`src/rtl/mips_pipe_ctrl.sv`:
```
// Pipeline control for the 5-stage MIPS core: ID decode, ID/EX..MEM/WB control
// registers, load-use stall, branch/jump redirect and EX-stage forwarding selects.
module mips_pipe_ctrl #(
   parameter int unsigned REG_W     = 5,
   parameter int unsigned ALU_W     = 5,
   parameter bit          HAZARD_EN = 1'b1
) (
   input  logic             clk,
   input  logic             reset,
   input  logic [5:0]       op,
   input  logic [5:0]       func,
   input  logic [REG_W-1:0] rs,
   input  logic [REG_W-1:0] rt,
   input  logic [REG_W-1:0] rd,
   input  logic             zero_ex,
   output logic [ALU_W-1:0] ex_aluctrl,
   output logic [1:0]       ex_alusrc,
   output logic [1:0]       fwd_a,
   output logic [1:0]       fwd_b,
   output logic             mem_read,
   output logic             mem_write,
   output logic             wb_regwrite,
   output logic             wb_memtoreg,
   output logic [REG_W-1:0] wb_dest,
   output logic             stall,
   output logic             flush,
   output logic [1:0]       pc_src
);

   localparam logic [ALU_W-1:0] ALU_AND = ALU_W'(5'b00000);
   localparam logic [ALU_W-1:0] ALU_OR  = ALU_W'(5'b00001);
   localparam logic [ALU_W-1:0] ALU_ADD = ALU_W'(5'b00010);
   localparam logic [ALU_W-1:0] ALU_SUB = ALU_W'(5'b00110);
   localparam logic [ALU_W-1:0] ALU_NOR = ALU_W'(5'b01100);
   localparam logic [ALU_W-1:0] ALU_SLL = ALU_W'(5'b01101);
   localparam logic [ALU_W-1:0] ALU_SRL = ALU_W'(5'b01110);
   localparam logic [ALU_W-1:0] ALU_SRA = ALU_W'(5'b01111);
   localparam logic [ALU_W-1:0] ALU_SLT = ALU_W'(5'b10000);

   typedef struct packed {
      logic [ALU_W-1:0] aluctrl;
      logic [1:0]       alusrc;
      logic             memread;
      logic             memwrite;
      logic             regwrite;
      logic             memtoreg;
      logic             branch;
   } ctrl_t;

   ctrl_t            id_ctrl;
   logic [REG_W-1:0] id_dest;
   logic             id_reads_rt, id_j, id_jr;

   ctrl_t            idex_ctrl_d, idex_ctrl_q, exmem_ctrl_d, exmem_ctrl_q, memwb_ctrl_d, memwb_ctrl_q;
   logic [REG_W-1:0] idex_rs_d, idex_rs_q, idex_rt_d, idex_rt_q, idex_dest_d, idex_dest_q;
   logic [REG_W-1:0] exmem_dest_d, exmem_dest_q, memwb_dest_d, memwb_dest_q;
   logic             load_use, branch_taken;

   // ID decode; unknown encodings fall through as the shift-coded bubble
   always_comb begin
      id_ctrl         = '0;
      id_ctrl.aluctrl = ALU_SLL;
      id_dest         = '0;
      id_reads_rt     = 1'b0;
      id_j            = 1'b0;
      id_jr           = 1'b0;
      case (op)
         6'b000000: begin
            id_reads_rt = 1'b1;
            id_dest     = rd;
            case (func)
               6'b100000, 6'b100001: begin id_ctrl.aluctrl = ALU_ADD; id_ctrl.regwrite = 1'b1; end
               6'b100010, 6'b100011: begin id_ctrl.aluctrl = ALU_SUB; id_ctrl.regwrite = 1'b1; end
               6'b100100: begin id_ctrl.aluctrl = ALU_AND; id_ctrl.regwrite = 1'b1; end
               6'b100101: begin id_ctrl.aluctrl = ALU_OR;  id_ctrl.regwrite = 1'b1; end
               6'b100111: begin id_ctrl.aluctrl = ALU_NOR; id_ctrl.regwrite = 1'b1; end
               6'b101010: begin id_ctrl.aluctrl = ALU_SLT; id_ctrl.regwrite = 1'b1; end
               6'b000000: begin id_ctrl.aluctrl = ALU_SLL; id_ctrl.alusrc = 2'b10; id_ctrl.regwrite = 1'b1; end
               6'b000010: begin id_ctrl.aluctrl = ALU_SRL; id_ctrl.alusrc = 2'b10; id_ctrl.regwrite = 1'b1; end
               6'b000011: begin id_ctrl.aluctrl = ALU_SRA; id_ctrl.alusrc = 2'b10; id_ctrl.regwrite = 1'b1; end
               6'b001000: begin id_ctrl.aluctrl = ALU_AND; id_jr = 1'b1; end
               default: id_ctrl.aluctrl = ALU_SLL;
            endcase
         end
         6'b100011: begin
            id_ctrl.aluctrl  = ALU_ADD;
            id_ctrl.alusrc   = 2'b01;
            id_ctrl.memread  = 1'b1;
            id_ctrl.memtoreg = 1'b1;
            id_ctrl.regwrite = 1'b1;
            id_dest          = rt;
         end
         6'b101011: begin
            id_ctrl.aluctrl  = ALU_ADD;
            id_ctrl.alusrc   = 2'b01;
            id_ctrl.memwrite = 1'b1;
            id_reads_rt      = 1'b1;
         end
         6'b001000: begin
            id_ctrl.aluctrl  = ALU_ADD;
            id_ctrl.alusrc   = 2'b01;
            id_ctrl.regwrite = 1'b1;
            id_dest          = rt;
         end
         6'b000100: begin
            id_ctrl.aluctrl = ALU_SUB;
            id_ctrl.branch  = 1'b1;
            id_reads_rt     = 1'b1;
         end
         6'b000010: begin
            id_ctrl.aluctrl = ALU_AND;
            id_j            = 1'b1;
         end
         default: id_ctrl.aluctrl = ALU_SLL;
      endcase
      if (id_dest == '0) id_ctrl.regwrite = 1'b0;
   end

   // Hazard detection and PC redirect: taken branch > load-use stall > jump
   always_comb begin
      branch_taken = idex_ctrl_q.branch & zero_ex;
      load_use     = HAZARD_EN && idex_ctrl_q.memread && (idex_dest_q != '0) &&
                     ((idex_dest_q == rs) || (id_reads_rt && (idex_dest_q == rt)));
      stall        = load_use & ~branch_taken;
      flush        = branch_taken | ((id_j | id_jr) & ~stall);
      pc_src       = 2'b00;
      if (branch_taken)             pc_src = 2'b01;
      else if (stall)               pc_src = 2'b00;
      else if (id_j)                pc_src = 2'b10;
      else if (id_jr)               pc_src = 2'b11;
   end

   always_comb begin
      fwd_a = 2'b00;
      fwd_b = 2'b00;
      if (HAZARD_EN) begin
         if (exmem_ctrl_q.regwrite && (exmem_dest_q == idex_rs_q))      fwd_a = 2'b10;
         else if (memwb_ctrl_q.regwrite && (memwb_dest_q == idex_rs_q)) fwd_a = 2'b01;
         if (exmem_ctrl_q.regwrite && (exmem_dest_q == idex_rt_q))      fwd_b = 2'b10;
         else if (memwb_ctrl_q.regwrite && (memwb_dest_q == idex_rt_q)) fwd_b = 2'b01;
      end
   end

   // Stages always advance; a stall or taken branch injects a cleared word into ID/EX
   always_comb begin
      idex_ctrl_d  = id_ctrl;
      idex_rs_d    = rs;
      idex_rt_d    = rt;
      idex_dest_d  = id_dest;
      if (stall || branch_taken) begin
         idex_ctrl_d = '0;
         idex_rs_d   = '0;
         idex_rt_d   = '0;
         idex_dest_d = '0;
      end
      exmem_ctrl_d = idex_ctrl_q;
      exmem_dest_d = idex_dest_q;
      memwb_ctrl_d = exmem_ctrl_q;
      memwb_dest_d = exmem_dest_q;
   end

   always_ff @(posedge clk) begin
      if (reset) begin
         idex_ctrl_q  <= '0;
         idex_rs_q    <= '0;
         idex_rt_q    <= '0;
         idex_dest_q  <= '0;
         exmem_ctrl_q <= '0;
         exmem_dest_q <= '0;
         memwb_ctrl_q <= '0;
         memwb_dest_q <= '0;
      end else begin
         idex_ctrl_q  <= idex_ctrl_d;
         idex_rs_q    <= idex_rs_d;
         idex_rt_q    <= idex_rt_d;
         idex_dest_q  <= idex_dest_d;
         exmem_ctrl_q <= exmem_ctrl_d;
         exmem_dest_q <= exmem_dest_d;
         memwb_ctrl_q <= memwb_ctrl_d;
         memwb_dest_q <= memwb_dest_d;
      end
   end

   assign ex_aluctrl  = idex_ctrl_q.aluctrl;
   assign ex_alusrc   = idex_ctrl_q.alusrc;
   assign mem_read    = exmem_ctrl_q.memread;
   assign mem_write   = exmem_ctrl_q.memwrite;
   assign wb_regwrite = memwb_ctrl_q.regwrite;
   assign wb_memtoreg = memwb_ctrl_q.memtoreg;
   assign wb_dest     = memwb_dest_q;

endmodule

```
`config.mk`:
```
export PLATFORM = sky130hd
export DESIGN_NAME = mips_pipe_ctrl
export DESIGN_NICKNAME = d
export VERILOG_FILES = /design/src/rtl/mips_pipe_ctrl.sv
export SDC_FILE = /design/constraint.sdc
export NUM_CORES = 1
export LEC_CHECK = 0
export ABC_AREA = 1
export BUFFER_PORTS_ARGS = -buffer_cell sky130_fd_sc_hd__buf_2
export CAP_MARGIN = 25
export CELL_PAD_IN_SITES_DETAIL_PLACEMENT = 0
export CELL_PAD_IN_SITES_GLOBAL_PLACEMENT = 2
export CORE_AREA = 2 2 93 95
export CTS_CLUSTER_DIAMETER = 30
export DETAILED_ROUTE_END_ITERATION = 10
export DIE_AREA = 0 0 95 97
export GPL_TIMING_DRIVEN = 0
export HOLD_SLACK_MARGIN = 0.15
export PLACE_DENSITY = 0.85
export SYNTH_ARGS = -nofsm -noshare
export SYNTH_HDL_FRONTEND = slang
export SYNTH_SLANG_ARGS = --single-unit
```
`constraint.sdc`:
```
create_clock -name clk -period 1.21 [get_ports clk]
set_input_delay 0.1815 -clock clk [delete_from_list [all_inputs] [get_ports clk]]
set_output_delay 0.1815 -clock clk [all_outputs]
set_load 0.05 [all_outputs]
```
==> impl_metrics.py <==
metrics = {
    "critical_path": {
        "critPathMaxFanout": 4,
        "r2r-end": "ex_aluctrl[0]",
        "worstSetupEndpointType": "primary output",
        "start_kind": "flip-flop",
        "cp.required_ps": 1030,
        "path_class": "flip-flop to primary output",
        "reg2reg_depth": 11,
        "cp_data_arrival_time_ps": 1660,
        "rrSetupSlack_ps": -440,
        "r2r-start": "exmem_dest_d[1]",
    },
    "cts": {
        "cts_max_level": 2,
        "clk_pin_slew_ps": 80,
        "root_buffer": "clkbuf_8",
        "clockBufferDepth": 2,
        "tritoncts": "built",
        "clock_latency_ps": 290,
        "cts_buffers": 5,
        "cts_num_sinks": 41,
    },
    "timing": {
        "slew_violations": 0,
        "hold_violations": 0,
        "tightest_slew_ps": 544,
        "fin_worst_skew_ps": 11.8,
        "finalSetupViolations": 34,
        "post-route-period-util": 1.52,
        "max_freq_mhz": 542,
        "hold_ws_ps": 161,
        "fin_crit_ps": 1840,
        "rsz0062_at_grt": "yes",
        "slew_headroom": 0.637,
        "setup_ws_ps": -634,
    },
    "floorplanning": {
        "pin_count": 54,
        "dieArea_sq_mm": 0.00922,
        "die_y_um": 97,
        "rows": 33,
        "die_w_um": 95,
        "initial_core_util": 0.247,
        "core_area_sq_mm": 0.00813,
    },
    "global_route": {
        "first_global_vias": 1871,
        "antenna_found_initial": 0,
        "grt_max_degree": 14,
        "grt_usage": 0.120,
        "overflow": 0,
        "grt_first_pass_wirelength_mm": 8.59,
    },
    "pwr": {
        "ir_drop_mv": 0.431,
        "p_per_area_mw_per_mm2": 1030,
        "total_power_w": 0.00311,
        "p_leak_nw": 1.49,
    },
    "hold_path": {
        "hold_end": "exmem_dest_d[2]",
        "whs_path_depth": 3,
        "hold_path_class": "input pin to flip-flop",
        "hold_start": "rd[2]",
    },
    "layout": {
        "final_nets": 405,
        "register_area_sq_um": 836,
        "area_growth_pct": 50.5,
        "n_fill_cell": 860,
        "multi_input_area_sq_mm": 0.00106,
        "layout-drive-gt1-share": 0.343,
        "antennaDiodeCount": 0,
    },
    "logic_synthesis": {
        "synth_sequential_area_ratio": 0.409,
        "synth.net_count": 323,
        "yosys.area.top_type_share": 0.409,
        "yosys_most_used_dff": "dfxtp_1",
        "synth_cell_types": 26,
        "yosys_register_bits": 41,
        "syn_avg_cell_area_sq_um": 6.85,
        "yosysTopAreaCell": "dfxtp_1",
        "netlist_area_sq_mm": 0.00201,
        "synth_area_leaders": "dfxtp_1 (41%), nand2_1 (11%), nor2_1 (11%)",
        "syn_inst": 293,
        "ys.warnings.count": 0,
        "synth_edf_count": 0,
        "yosysMostFrequentCell": "nand2_1",
        "synthArstFlopShare": 0,
        "yosys-top-cells-count": "nand2_1 (59), nor2_1 (58), inv_1 (50), dfxtp_1 (41), nand3_1 (17)",
    },
    "drt": {
        "routedWlPerCell_um": 11.0,
        "antenna_left": 0,
        "first_pass_iters": 4,
        "routed_wirelength_mm": 5.27,
        "vias": 1989,
        "routed_via_density": 4.14,
        "drc": 0,
        "drtIter0Drc": 43,
    },
    "run_status": {
        "violations": "setup timing",
        "status": "finished, violations left",
    },
    "placement": {
        "place.gp.congestion": 0.843,
        "hpwl_mm": 4.11,
        "port-buffer-count": 52,
    },
    "run": {
        "drv_cap": 0,
    },
}
-- layout by cell type, fill, tap and decap left out, drive strengths merged, types with 2 or more instances in the layout --
cell / count
clkbuf: 8
nor2: 61
o211ai: 2
xnor2: 4
buf: 72
nand2: 61
dfxtp: 41
nor4: 3
xor2: 14
nand3: 17
a21oi: 13
nand4: 4
inv: 49
o21ai: 5
clkinv: 2
bufinv: 2
dlygate4sd3: 10
-- sequential cells by signal, indices dropped and copies added, names as in the netlist --
signal / count
exmem_dest_d: 5
wb_dest: 5
ex_alusrc: 2
idex_rs_q: 5
exmem_dest_q: 5
idex_rt_q: 5
mem_write: 1
wb_regwrite: 1
wb_memtoreg: 1
ex_aluctrl: 5
exmem_ctrl_d: 4
exmem_ctrl_q: 2
-- routing by layer --
metal,vias to the layer above,track usage,part of all wire
li1,1054,-,-
met1,885,0.149,0.44
met2,45,0.207,0.50
met3,5,0.0280,0.049
met4,0,0.0301,0.012
met5,-,0,0
-- how the worst max path moves through the flow --
stage                         start        to  slack, ps  cells past startpoint
floorplan              idex_rt_q[4]  fwd_b[0]       -460                      3
global placement              op[1]     flush       -600                     10
detailed placement            op[1]     flush       -620                     10
CTS                 exmem_dest_d[4]     flush       -650                     10
global route        exmem_dest_d[1]     flush       -730                     10
finish              exmem_dest_d[1]     flush       -630                     10
-- final cells by class --
type | instances | area share
multi-input combinational | 190 | 0.349
sequential | 41 | 0.276
timing repair buffer | 75 | 0.192
inverter | 51 | 0.0646
tap | 105 | 0.0435
buffer | 11 | 0.0298
clock buffer | 5 | 0.0228
clock inverter | 3 | 0.0215
-- metrics by stage --
step | setup slack [ps] | utilization | instances | TNS, ps | area (sq um)
2_1_floorplan | -457 | - | 293 | -3080 | 2110
3_3_place_gp | -598 | 0.308 | 450 | -12990 | 2510
3_5_place_dp | -622 | 0.308 | 450 | -13360 | 2510
4_1_cts | -645 | 0.361 | 474 | -13470 | 2940
5_1_grt | -734 | 0.372 | 481 | -16350 | 3020
6_report | -634 | 0.372 | 481 | -13090 | 3020
-- report_power, final --
part | internal [W] | total [W] | switching, W
Clock | 0.000819 | 0.00130 | 0.000476
Combinational | 0.000190 | 0.000413 | 0.000223
Sequential | 0.00138 | 0.00140 | 0.0000244
Total | 0.00239 | 0.00311 | 0.000723
-- repair_timing --
action                     in CTS  in global routing
setup buffers                   4                  8
cloned                          2                  0
setup endpoints to repair      34                 35
gates resized for setup        29                 13
hold endpoints to repair       10                  0
hold buffers                   10                  0
pin swaps                       4                  3
-- critical path, cell delays in order (launching register included) --
cell and delay (ps):
dfxtp_2 370, inv_2 50, nand2_1 50, nand2_1 40, nor2_1 90, nand2_1 70, o21ai_2 210, nand2_4 110
o21ai_4 160, nand2_4 60, buf_6 150
-- cell families after synthesis --
family / synth area share
DFF: 0.409
buffers and inverters: 0.136
AOI/OAI and AO/OA: 0.0692
and+or+nand+nor: 0.307
xor gates and xnor gates: 0.0785
Note: power is estimated with default switching activity, not from simulation.
